**src/rtl/scan_test_pkg.sv**
```systemverilog
// Shared types and helpers for the scan test controller: FSM state encoding,
// counter width and a saturating increment.
package scan_test_pkg;

  localparam int unsigned CntW = 16;

  typedef enum logic [2:0] {
    StIdle,
    StWaitPat,
    StLoad,
    StCapture,
    StUnload,
    StDone
  } ctrlStateT;

  function automatic logic [CntW-1:0] satInc(input logic [CntW-1:0] v);
    return (v == {CntW{1'b1}}) ? v : v + CntW'(1);
  endfunction

endpackage

```
**src/rtl/scan_shift_unit.sv**
```systemverilog
// Parallel-load shift register with serial out (bit 0 first) and a masked serial
// compare against the shifted data that raises a sticky mismatch flag.
module scan_shift_unit #(
  parameter int unsigned Width = 64
) (
  input  logic             clk,
  input  logic             rst,
  input  logic             load,
  input  logic             shift,
  input  logic [Width-1:0] loadData,
  input  logic [Width-1:0] loadMask,
  input  logic             cmpEn,
  input  logic             cmpIn,
  output logic             serialOut,
  output logic             mismatch
);

  logic [Width-1:0] dataQ;
  logic [Width-1:0] maskQ;
  logic             stickyQ;
  logic             bitMis;

  assign serialOut = dataQ[0];
  assign bitMis    = cmpEn & maskQ[0] & (cmpIn ^ dataQ[0]);
  // Includes the current bit so a miss in the final shift cycle is seen at once.
  assign mismatch  = stickyQ | bitMis;

  always_ff @(posedge clk) begin
    if (!rst) begin
      dataQ   <= '0;
      maskQ   <= '0;
      stickyQ <= 1'b0;
    end else if (load) begin
      dataQ   <= loadData;
      maskQ   <= loadMask;
      stickyQ <= 1'b0;
    end else if (shift) begin
      dataQ   <= {1'b0, dataQ[Width-1:1]};
      maskQ   <= {1'b0, maskQ[Width-1:1]};
      stickyQ <= stickyQ | bitMis;
    end
  end

endmodule

```
**src/rtl/scan_test_controller.sv**
```systemverilog
// Scan test controller: loads patterns into the CUT scan chain, pulses capture and
// grades the overlapped unload. Define SCAN_FAILLOG_EN to add first-fail reporting.
module scan_test_controller
  import scan_test_pkg::*;
#(
  parameter int unsigned CHAIN_LEN = 64,
  parameter int unsigned PI_W      = 49,
  parameter int unsigned PO_W      = 16
) (
  input  logic                 clk,
  input  logic                 rst,
  input  logic                 start,
  input  logic                 patValid,
  output logic                 patReady,
  input  logic                 patLast,
  input  logic [CHAIN_LEN-1:0] patScanIn,
  input  logic [PI_W-1:0]      patPI,
  input  logic [PO_W-1:0]      patExpPO,
  input  logic [CHAIN_LEN-1:0] patExpSO,
  input  logic [CHAIN_LEN-1:0] patMaskSO,
  output logic                 cutCe,
  output logic                 scanEn,
  output logic                 scanIn,
  input  logic                 scanOut,
  output logic [PI_W-1:0]      cutPI,
  input  logic [PO_W-1:0]      cutPO,
  output logic                 busy,
  output logic                 done,
  output logic [CntW-1:0]      passCnt,
  output logic [CntW-1:0]      failCnt
`ifdef SCAN_FAILLOG_EN
  ,
  output logic [CntW-1:0]      firstFailIdx,
  output logic                 firstFailValid
`endif
);

  localparam int unsigned IdxW = (CHAIN_LEN > 1) ? $clog2(CHAIN_LEN) : 1;
  localparam logic [IdxW-1:0] LastIdx = IdxW'(CHAIN_LEN - 1);

  ctrlStateT            stateQ, stateD;
  logic [IdxW-1:0]      idxQ;
  logic                 lastQ;
  logic [PI_W-1:0]      piQ;
  logic [PO_W-1:0]      curExpPOQ;
  logic [CHAIN_LEN-1:0] curExpSOQ;
  logic [CHAIN_LEN-1:0] curMaskQ;
  logic                 prevValidQ;
  logic                 prevPoFailQ;
  logic                 doneQ;
  logic [CntW-1:0]      passQ;
  logic [CntW-1:0]      failQ;

  logic shifting, lastShift;
  logic hsk, sessStart, siShift, expLoad, expShift, cmpEn, scanSel, verdict, doneSet;
  logic siSerial, expMismatch, patFail;
  logic unusedSiMismatch, unusedExpSerial;

  assign shifting  = (stateQ == StLoad) || (stateQ == StUnload);
  assign lastShift = shifting && (idxQ == LastIdx);
  assign patFail   = expMismatch | prevPoFailQ;

  always_ff @(posedge clk) begin
    if (!rst) begin
      stateQ <= StIdle;
    end else begin
      stateQ <= stateD;
    end
  end

  always_comb begin
    stateD    = stateQ;
    patReady  = 1'b0;
    cutCe     = 1'b0;
    scanEn    = 1'b0;
    scanSel   = 1'b0;
    hsk       = 1'b0;
    sessStart = 1'b0;
    siShift   = 1'b0;
    expShift  = 1'b0;
    expLoad   = 1'b0;
    cmpEn     = 1'b0;
    verdict   = 1'b0;
    doneSet   = 1'b0;
    case (stateQ)
      StIdle: begin
        if (start) begin
          sessStart = 1'b1;
          stateD    = StWaitPat;
        end
      end
      StWaitPat: begin
        patReady = 1'b1;
        if (patValid) begin
          hsk    = 1'b1;
          stateD = StLoad;
        end
      end
      StLoad: begin
        cutCe    = 1'b1;
        scanEn   = 1'b1;
        scanSel  = 1'b1;
        siShift  = 1'b1;
        expShift = 1'b1;
        // No previous response exists for the first pattern of a session.
        cmpEn    = prevValidQ;
        if (lastShift) begin
          verdict = prevValidQ;
          stateD  = StCapture;
        end
      end
      StCapture: begin
        cutCe   = 1'b1;
        expLoad = 1'b1;
        stateD  = lastQ ? StUnload : StWaitPat;
      end
      StUnload: begin
        cutCe    = 1'b1;
        scanEn   = 1'b1;
        expShift = 1'b1;
        cmpEn    = 1'b1;
        if (lastShift) begin
          verdict = 1'b1;
          doneSet = 1'b1;
          stateD  = StDone;
        end
      end
      StDone: begin
        stateD = StIdle;
      end
      default: begin
        stateD = StIdle;
      end
    endcase
  end

  always_ff @(posedge clk) begin
    if (!rst) begin
      idxQ <= '0;
    end else if (shifting && !lastShift) begin
      idxQ <= idxQ + IdxW'(1);
    end else begin
      idxQ <= '0;
    end
  end

  always_ff @(posedge clk) begin
    if (!rst) begin
      lastQ     <= 1'b0;
      piQ       <= '0;
      curExpPOQ <= '0;
      curExpSOQ <= '0;
      curMaskQ  <= '0;
    end else if (hsk) begin
      lastQ     <= patLast;
      piQ       <= patPI;
      curExpPOQ <= patExpPO;
      curExpSOQ <= patExpSO;
      curMaskQ  <= patMaskSO;
    end
  end

  always_ff @(posedge clk) begin
    if (!rst) begin
      passQ       <= '0;
      failQ       <= '0;
      doneQ       <= 1'b0;
      prevValidQ  <= 1'b0;
      prevPoFailQ <= 1'b0;
    end else if (sessStart) begin
      passQ       <= '0;
      failQ       <= '0;
      doneQ       <= 1'b0;
      prevValidQ  <= 1'b0;
      prevPoFailQ <= 1'b0;
    end else begin
      if (verdict) begin
        if (patFail) begin
          failQ <= satInc(failQ);
        end else begin
          passQ <= satInc(passQ);
        end
      end
      if (expLoad) begin
        prevValidQ  <= 1'b1;
        prevPoFailQ <= (cutPO != curExpPOQ);
      end
      if (doneSet) begin
        doneQ <= 1'b1;
      end
    end
  end

  scan_shift_unit #(
    .Width(CHAIN_LEN)
  ) siUnit (
    .clk      (clk),
    .rst      (rst),
    .load     (hsk),
    .shift    (siShift),
    .loadData (patScanIn),
    .loadMask ('0),
    .cmpEn    (1'b0),
    .cmpIn    (1'b0),
    .serialOut(siSerial),
    .mismatch (unusedSiMismatch)
  );

  // Holds the previous pattern's expected response while the chain shifts it out.
  scan_shift_unit #(
    .Width(CHAIN_LEN)
  ) expUnit (
    .clk      (clk),
    .rst      (rst),
    .load     (expLoad),
    .shift    (expShift),
    .loadData (curExpSOQ),
    .loadMask (curMaskQ),
    .cmpEn    (cmpEn),
    .cmpIn    (scanOut),
    .serialOut(unusedExpSerial),
    .mismatch (expMismatch)
  );

`ifdef SCAN_FAILLOG_EN
  logic [CntW-1:0] verdictIdxQ;
  logic [CntW-1:0] ffIdxQ;
  logic            ffValidQ;

  always_ff @(posedge clk) begin
    if (!rst) begin
      verdictIdxQ <= '0;
      ffIdxQ      <= '0;
      ffValidQ    <= 1'b0;
    end else if (sessStart) begin
      verdictIdxQ <= '0;
      ffIdxQ      <= '0;
      ffValidQ    <= 1'b0;
    end else if (verdict) begin
      verdictIdxQ <= satInc(verdictIdxQ);
      if (patFail && !ffValidQ) begin
        ffValidQ <= 1'b1;
        ffIdxQ   <= verdictIdxQ;
      end
    end
  end

  assign firstFailIdx   = ffIdxQ;
  assign firstFailValid = ffValidQ;
`endif

  assign busy    = (stateQ == StWaitPat) || (stateQ == StLoad) ||
                   (stateQ == StCapture) || (stateQ == StUnload);
  assign done    = doneQ;
  assign passCnt = passQ;
  assign failCnt = failQ;
  assign cutPI   = piQ;
  assign scanIn  = scanSel & siSerial;

endmodule

```
**config.mk**
```make
export PLATFORM = sky130hd
export DESIGN_NAME = scan_test_controller
export DESIGN_NICKNAME = d
export VERILOG_FILES = /design/src/rtl/scan_test_pkg.sv /design/src/rtl/scan_shift_unit.sv /design/src/rtl/scan_test_controller.sv
export SDC_FILE = /design/constraint.sdc
export NUM_CORES = 1
export LEC_CHECK = 0
export BUFFER_PORTS_ARGS = -buffer_cell sky130_fd_sc_hd__buf_2
export CORE_MARGIN = 5
export CORE_UTILIZATION = 40
export CTS_BUF_LIST = sky130_fd_sc_hd__clkbuf_16
export DETAILED_ROUTE_END_ITERATION = 7
export SETUP_SLACK_MARGIN = 0.3
export SYNTH_ARGS = -nofsm -noshare
export SYNTH_HDL_FRONTEND = slang
export SYNTH_SLANG_ARGS = --single-unit
```
**constraint.sdc**
```tcl
create_clock -name clk -period 2.8 [get_ports clk]
set_input_delay 0.7 -clock clk [delete_from_list [all_inputs] [get_ports clk]]
set_output_delay 0.7 -clock clk [all_outputs]
set_load 0.005 [all_outputs]
```
==> run_results.csv, run 1 <==
group,metric,value,unit
yosys,syn_avg_cell_area,8.36,um^2
sta,worst_slack,374,ps
yosys,synth_cells,2134,
worst_setup_path,path_buf_inv,1,
yosys,syn_area,0.0178,mm^2
clocking,numCtsBuffers,47,
sta,finalHoldViolations,0,
worst_setup_path,critical_path.slowest_cell,"or3_1",
grt,grt_antenna_before_repair,18,
yosys,synth_nets,2416,
grt,grt_max_degree,206,
floorplanning,io-pin-count,366,
detailed_routing,totalWireLength,47.3,mm
floorplanning,die_y,221,um
detailed_routing,drt_pass1_iterations,5,
clocking,cts_tree,"done",
detailed_routing,drt.antenna.violating_nets,0,
worst_hold_path,hold_path.class,"in -> reg",
sta,setup_violations,0,
yosys,synth.yosys.seq_area_share,48.3,%
grt,grt_util_all_layers,18.5,%
yosys,synth_top_family_by_area,"compound AO/OA/AOI/OAI gates",
power_and_ir_drop,total_power,14.0,mW
cells_and_area,final.fill_count,4367,
cells_and_area,drive_gt1_share,19.8,%
worst_setup_path,path_class,"reg -> out",
detailed_routing,initialDrtViolationCount,1056,
place,hpwl,31.3,mm
sta,rsz0062_at_grt,"true",
yosys,synth_edf_count,0,
sta,final.setup.tns,0,ps
floorplanning,die_w,221,um
cells_and_area,nets,2684,
worst_setup_path,worstPathCellList,"nor3b_2, or3_1, buf_2",
cells_and_area,layout_commonest_cell,"nand2_1",
sta,worstMarginPinSlew,861,ps
place,gp_congestion,0.806,
detailed_routing,drc,0,
clocking,htreeDepth,2,
grt,grt-ovfl-total,0,
worst_setup_path,r2r-start,"stateQ[2]",
worst_setup_path,cp_top_family,"simple AND/OR/NAND/NOR gates",
yosys,synth.lib_cells_used.distinct,51,
worst_setup_path,required,2100,ps
yosys,synth-seq-cells,431,
yosys,synth_ff_type,"dfxtp_1",
worst_hold_path,hp-start,"patMaskSO[42]",
clocking,cts.sinks,431,
outcome,status,"completed",
clocking,cts_buffer_depth,3,
clocking,clkLatencyLatePin,580,ps
cells_and_area,layout_common_cells,"nand2_1 (721), dfxtp_1 (428), buf_2 (364)",
worst_setup_path,cp_max_fo,10,
clocking,cts_root_buffer,"clkbuf_16",
sta,hold-worst-slack,372,ps
detailed_routing,wire_per_inst,15.6,um
power_and_ir_drop,ir_worst_vdd,0.503,mV
yosys,ys.warnings.count,0,
sta,max_freq,412,MHz
power_and_ir_drop,p_leak,9.42,nW
cells_and_area,final_area,0.0216,mm^2
yosys,synth_xor_area_share,1.08,%
worst_setup_path,cp-start-kind,"flop",
detailed_routing,viasPerCell,5.14,
sta,min_period,2430,ps
sta,drv_slew,0,
floorplanning,start_util,40.4,%
place,dpl_worst_slack,305,ps
cells_and_area,finish.utilization,48.9,%
yosys,synth-compound-area-share,23.5,%
yosys,synthAdderAreaFrac,0.210,%
floorplanning,fp-row-count,77,
worst_setup_path,critPathCaptureType,"primary output",
power_and_ir_drop,power_density,647,mW/mm^2
place,dp_cells,2944,
clocking,path_clk_slew,60,ps
sta,skew,21.9,ps
flow_run,max_cap_violations,0,
yosys,muxShareOfSynthArea,0.224,%
grt,grt_pass1_vias,15100,
place,place_area,0.0201,mm^2
place,numPortBuffers,365,
cells_and_area,final_cells,3036,
worst_setup_path,cpPeakStageDelay,430,ps
detailed_routing,vias,15600,
sta,period_share,86.6,%
sta,slew-limit-headroom,42.6,%
floorplanning,die-area,0.0489,mm^2
yosys,synth-simple-area-share,22.4,%
worst_setup_path,r2r_slack,550,ps
cells_and_area,synthToLayoutAreaGrowth,21.3,%
worst_setup_path,cp.arrival,1730,ps
yosys,async_flop_share,0,%
clocking,ctsHoldBuffers,0,
grt,grt_pass1_wl,77.0,mm
worst_setup_path,crit_start,"stateQ[0]",
floorplanning,core_area,0.0442,mm^2
[sequential cells by signal, summed over array words and instances, names as in the netlist]
| signal | cells |
|---|---|
| curMaskQ | 64 |
| siUnit.dataQ | 64 |
| curExpPOQ | 16 |
| done | 1 |
| prevPoFailQ | 1 |
| failCnt | 16 |
| passCnt | 16 |
| lastQ | 1 |
| prevValidQ | 1 |
| cutPI | 49 |
| stateQ | 3 |
| curExpSOQ | 64 |
| expUnit.stickyQ | 1 |
| expUnit.maskQ | 64 |
| idxQ | 6 |
| expUnit.dataQ | 64 |
[final timing paths]
path | end | cells after the start
worst min register to register | idxQ[0] | 1
worst max-delay path | busy | 3
worst max register to register | failCnt[3] | 6
worst min-delay path | curMaskQ[42] | 3
[cell usage after synthesis (3+ instances only)]
| cell | instances | share of area, % |
|---|---|---|
| nand2_1 | 723 | 15 |
| dfxtp_1 | 431 | 48 |
| a21boi_0 | 258 | 11 |
| nand3_1 | 147 | 4.1 |
| clkbuf_1 | 134 | 2.8 |
| o211a_1 | 128 | 7.2 |
| a22oi_1 | 64 | 2.7 |
| buf_2 | 36 | 1.0 |
| a21oi_1 | 31 | 0.87 |
| xnor2_1 | 20 | 0.98 |
| nor2_1 | 19 | 0.40 |
| o21ai_0 | 13 | 0.36 |
| inv_1 | 12 | 0.25 |
| nand4_1 | 11 | 0.39 |
| or3_1 | 11 | 0.39 |
| or4_1 | 10 | 0.42 |
| o31ai_1 | 9 | 0.38 |
| and3_1 | 8 | 0.28 |
| and2_1 | 6 | 0.21 |
| nor2b_1 | 5 | 0.18 |
| nor3_1 | 5 | 0.14 |
| a31oi_1 | 4 | 0.14 |
| buf_1 | 4 | 0.084 |
| mux2i_1 | 4 | 0.22 |
| ha_1 | 3 | 0.21 |
| nor4_1 | 3 | 0.11 |
[final cells by class]
type                            instances  area (um^2)  area share, %
Antenna cell                            4         10.0         0.0462
Clock buffer                           48         1200           5.55
Clock inverter                         39          299           1.38
Inverter                               13         53.8          0.249
Multi-Input combinational cell       1515         8520           39.4
Sequential cell                       431         8640           39.9
Tap cell                              592          741           3.42
Timing Repair Buffer                  394         2180           10.1
[worst min-delay path, cell delays in order]
cell and delay [ps]:
buf_2 90, nand2_1 40, a21boi_0 60
[logic make-up (layout without fill, tap and decap cells)]
logic type | after synthesis | in the layout
AND/OR/NAND/NOR | 960 | 960
AO/OA/AOI/OAI | 526 | 526
flip-flops | 431 | 431
buffers and inverters | 188 | 494
XOR/XNOR | 22 | 22
multiplexers | 4 | 4
adder cells (fa/ha/maj) | 3 | 3
other | 0 | 4
[layer usage]
metal,track usage (%),part of all wire [%],vias up
li1,-,-,7848
met2,30.5,47,343
met5,0,0.32,-
met4,4.76,1.8,24
met1,23.6,44,7317
met3,5.88,7.0,84
[timing repair]
| item | in CTS | in global routing |
|---|---|---|
| pin swaps | 0 | 0 |
| gates resized for setup | 6 | 4 |
| endpoints found under the setup margin | 5 | 3 |
| buffers inserted | 1 | 0 |
[where the power goes]
part | internal, mW | leakage [nW] | switching [mW] | total [mW]
clock network | 3.48 | 0.769 | 2.52 | 6.00
registers | 6.47 | 3.50 | 0.184 | 6.66
logic | 0.579 | 5.14 | 0.759 | 1.34
No activity file was read; power rests on OpenSTA's default activity.
==> inputs of run 2 (changes only) <==
--- a/config.mk
+++ b/config.mk
@@ -10,6 +10,7 @@
 export CORE_UTILIZATION = 40
 export CTS_BUF_LIST = sky130_fd_sc_hd__clkbuf_16
 export DETAILED_ROUTE_END_ITERATION = 7
+export GPL_TIMING_DRIVEN = 0
 export SETUP_SLACK_MARGIN = 0.3
 export SYNTH_ARGS = -nofsm -noshare
 export SYNTH_HDL_FRONTEND = slang
==> run_results.csv, run 2 (synthesized netlist as in run 1, its figures left out) <==
group,metric,value,unit
worst_hold_path,hold_path.class,"in -> reg",
cells_and_area,finish.utilization,50.0,%
cells_and_area,layout_commonest_cell,"nand2_1",
cells_and_area,nets,2843,
sta,min_period,2510,ps
sta,finalHoldViolations,0,
clocking,htreeDepth,2,
grt,grt-ovfl-total,0,
power_and_ir_drop,power_density,633,mW/mm^2
worst_setup_path,cp.arrival,1810,ps
place,numPortBuffers,364,
worst_hold_path,hold_depth,2,
worst_setup_path,crit_start,"stateQ[2]",
detailed_routing,drt_pass1_iterations,5,
detailed_routing,viasPerCell,5.13,
detailed_routing,drt.antenna.violating_nets,0,
cells_and_area,synthToLayoutAreaGrowth,23.9,%
power_and_ir_drop,power_frac_seq,47.5,%
flow_run,max_cap_violations,0,
power_and_ir_drop,p_sw_share,25.1,%
grt,grt_antenna_before_repair,20,
floorplanning,io-pin-count,366,
sta,skew,24.9,ps
sta,rsz0062_at_grt,"true",
power_and_ir_drop,clkPwrFrac,41.9,%
detailed_routing,initialDrtViolationCount,842,
detailed_routing,drc,0,
cells_and_area,layout_common_cells,"nand2_1 (722), dfxtp_1 (430), buf_2 (394)",
worst_setup_path,path_class,"reg -> out",
power_and_ir_drop,p_comb_share,10.5,%
detailed_routing,totalWireLength,52.8,mm
floorplanning,fp-row-count,77,
power_and_ir_drop,switchingPower,3.51,mW
clocking,clkLatencyLatePin,580,ps
floorplanning,die-area,0.0489,mm^2
place,gp_congestion,0.831,
worst_setup_path,r2r-start,"stateQ[2]",
grt,grt_util_all_layers,20.7,%
sta,slew-limit-headroom,35.3,%
worst_setup_path,cp-endpoint,"busy",
detailed_routing,wire_per_inst,16.5,um
cells_and_area,drive_gt1_share,19.3,%
worst_setup_path,r2r_cells,10,
clocking,cts_root_buffer,"clkbuf_16",
sta,drv_slew,0,
floorplanning,start_util,40.4,%
detailed_routing,vias,16400,
sta,worstMarginPinSlew,959,ps
worst_setup_path,required,2100,ps
worst_setup_path,timing.rr.end,"expUnit.maskQ[37]",
clocking,ctsHoldBuffers,0,
clocking,path_clk_slew,60,ps
power_and_ir_drop,ir_worst_vdd,0.527,mV
clocking,cts_buffer_depth,3,
clocking,numCtsBuffers,48,
sta,period_share,89.7,%
sta,max_freq,398,MHz
grt,grt_max_degree,13,
worst_setup_path,r2r_slack,380,ps
floorplanning,core_area,0.0442,mm^2
grt,grt_pass1_wl,84.0,mm
grt,grt_pass1_vias,15900,
power_and_ir_drop,intPower,10.5,mW
sta,setup_violations,0,
worst_setup_path,cp-start-kind,"flop",
floorplanning,die_w,221,um
clocking,cts.sinks,431,
worst_setup_path,critPathCaptureType,"primary output",
sta,hold-worst-slack,363,ps
outcome,status,"completed",
power_and_ir_drop,p_leak,9.66,nW
worst_setup_path,cp_max_fo,5,
clocking,cts_tree,"done",
floorplanning,die_y,221,um
place,hpwl,39.1,mm
[run 2: worst max-delay path, cell delays in order, from the launching register on]
cell     delay, ps
dfxtp_2        310
buf_6          110
nor3b_4        160
buf_4          160
or3_4          380
buf_6          130
[run 2: cell type report]
cell class	instances	area [um^2]
well taps	592	741
clock buffers	50	1250
diodes	10	25.0
repair buffers	378	1940
fillers	4374	22100
flip-flops and latches	431	8630
plain buffers	174	777
inverters	13	48.8
multi-input cells	1515	8490
clock inverters	36	215
[run 2: layer usage]
layer  part of all wire, %  wire, um  GRT usage, %
met5                  0.31       163             0
met4                   2.1      1100          5.42
met3                   8.4      4460          6.79
met2                    46     24100          34.1
met1                    43     22900          26.3
[run 2: worst min-delay path by stage]
| stage | from | to | slack, ps |
|---|---|---|---|
| after floorplan | idxQ[0] | idxQ[0] | 410 |
| after global placement | idxQ[0] | idxQ[0] | 430 |
| after detailed placement | idxQ[0] | idxQ[0] | 430 |
| after CTS | patScanIn[0] | siUnit.dataQ[0] | 330 |
| after global routing | patScanIn[0] | siUnit.dataQ[0] | 350 |
| final | patScanIn[0] | siUnit.dataQ[0] | 360 |
[run 2: stage by stage]
step / area, um^2 / std cells / TNS [ps] / total power, mW / setup WS [ps]
after floorplan: 17800 / 2134 / 0 / 7.61 / 538
after global placement: 20400 / 3090 / -897 / 8.17 / -365
after global routing: 22100 / 3191 / 0 / 14.6 / 222
after CTS: 22100 / 3186 / 0 / 14.2 / 230
after detailed placement: 20400 / 3090 / -3910 / 8.22 / -416
final: 22100 / 3199 / 0 / 14.0 / 289
[run 2: repair_timing]
action,in CTS,in global routing
buffers inserted,10,4
endpoints found under the setup margin,296,176
cloned,0,0
pin swaps,3,3
gates resized for setup,28,12
[run 2: power groups by stage]
stage	Combinational, mW	Sequential, mW	Clock, mW
6_report	1.47	6.65	5.87
5_1_grt	1.66	6.69	6.30
4_1_cts	1.48	6.65	6.05
3_5_place_dp	1.43	6.78	0
3_3_place_gp	1.40	6.77	0
2_1_floorplan	0.871	6.74	0
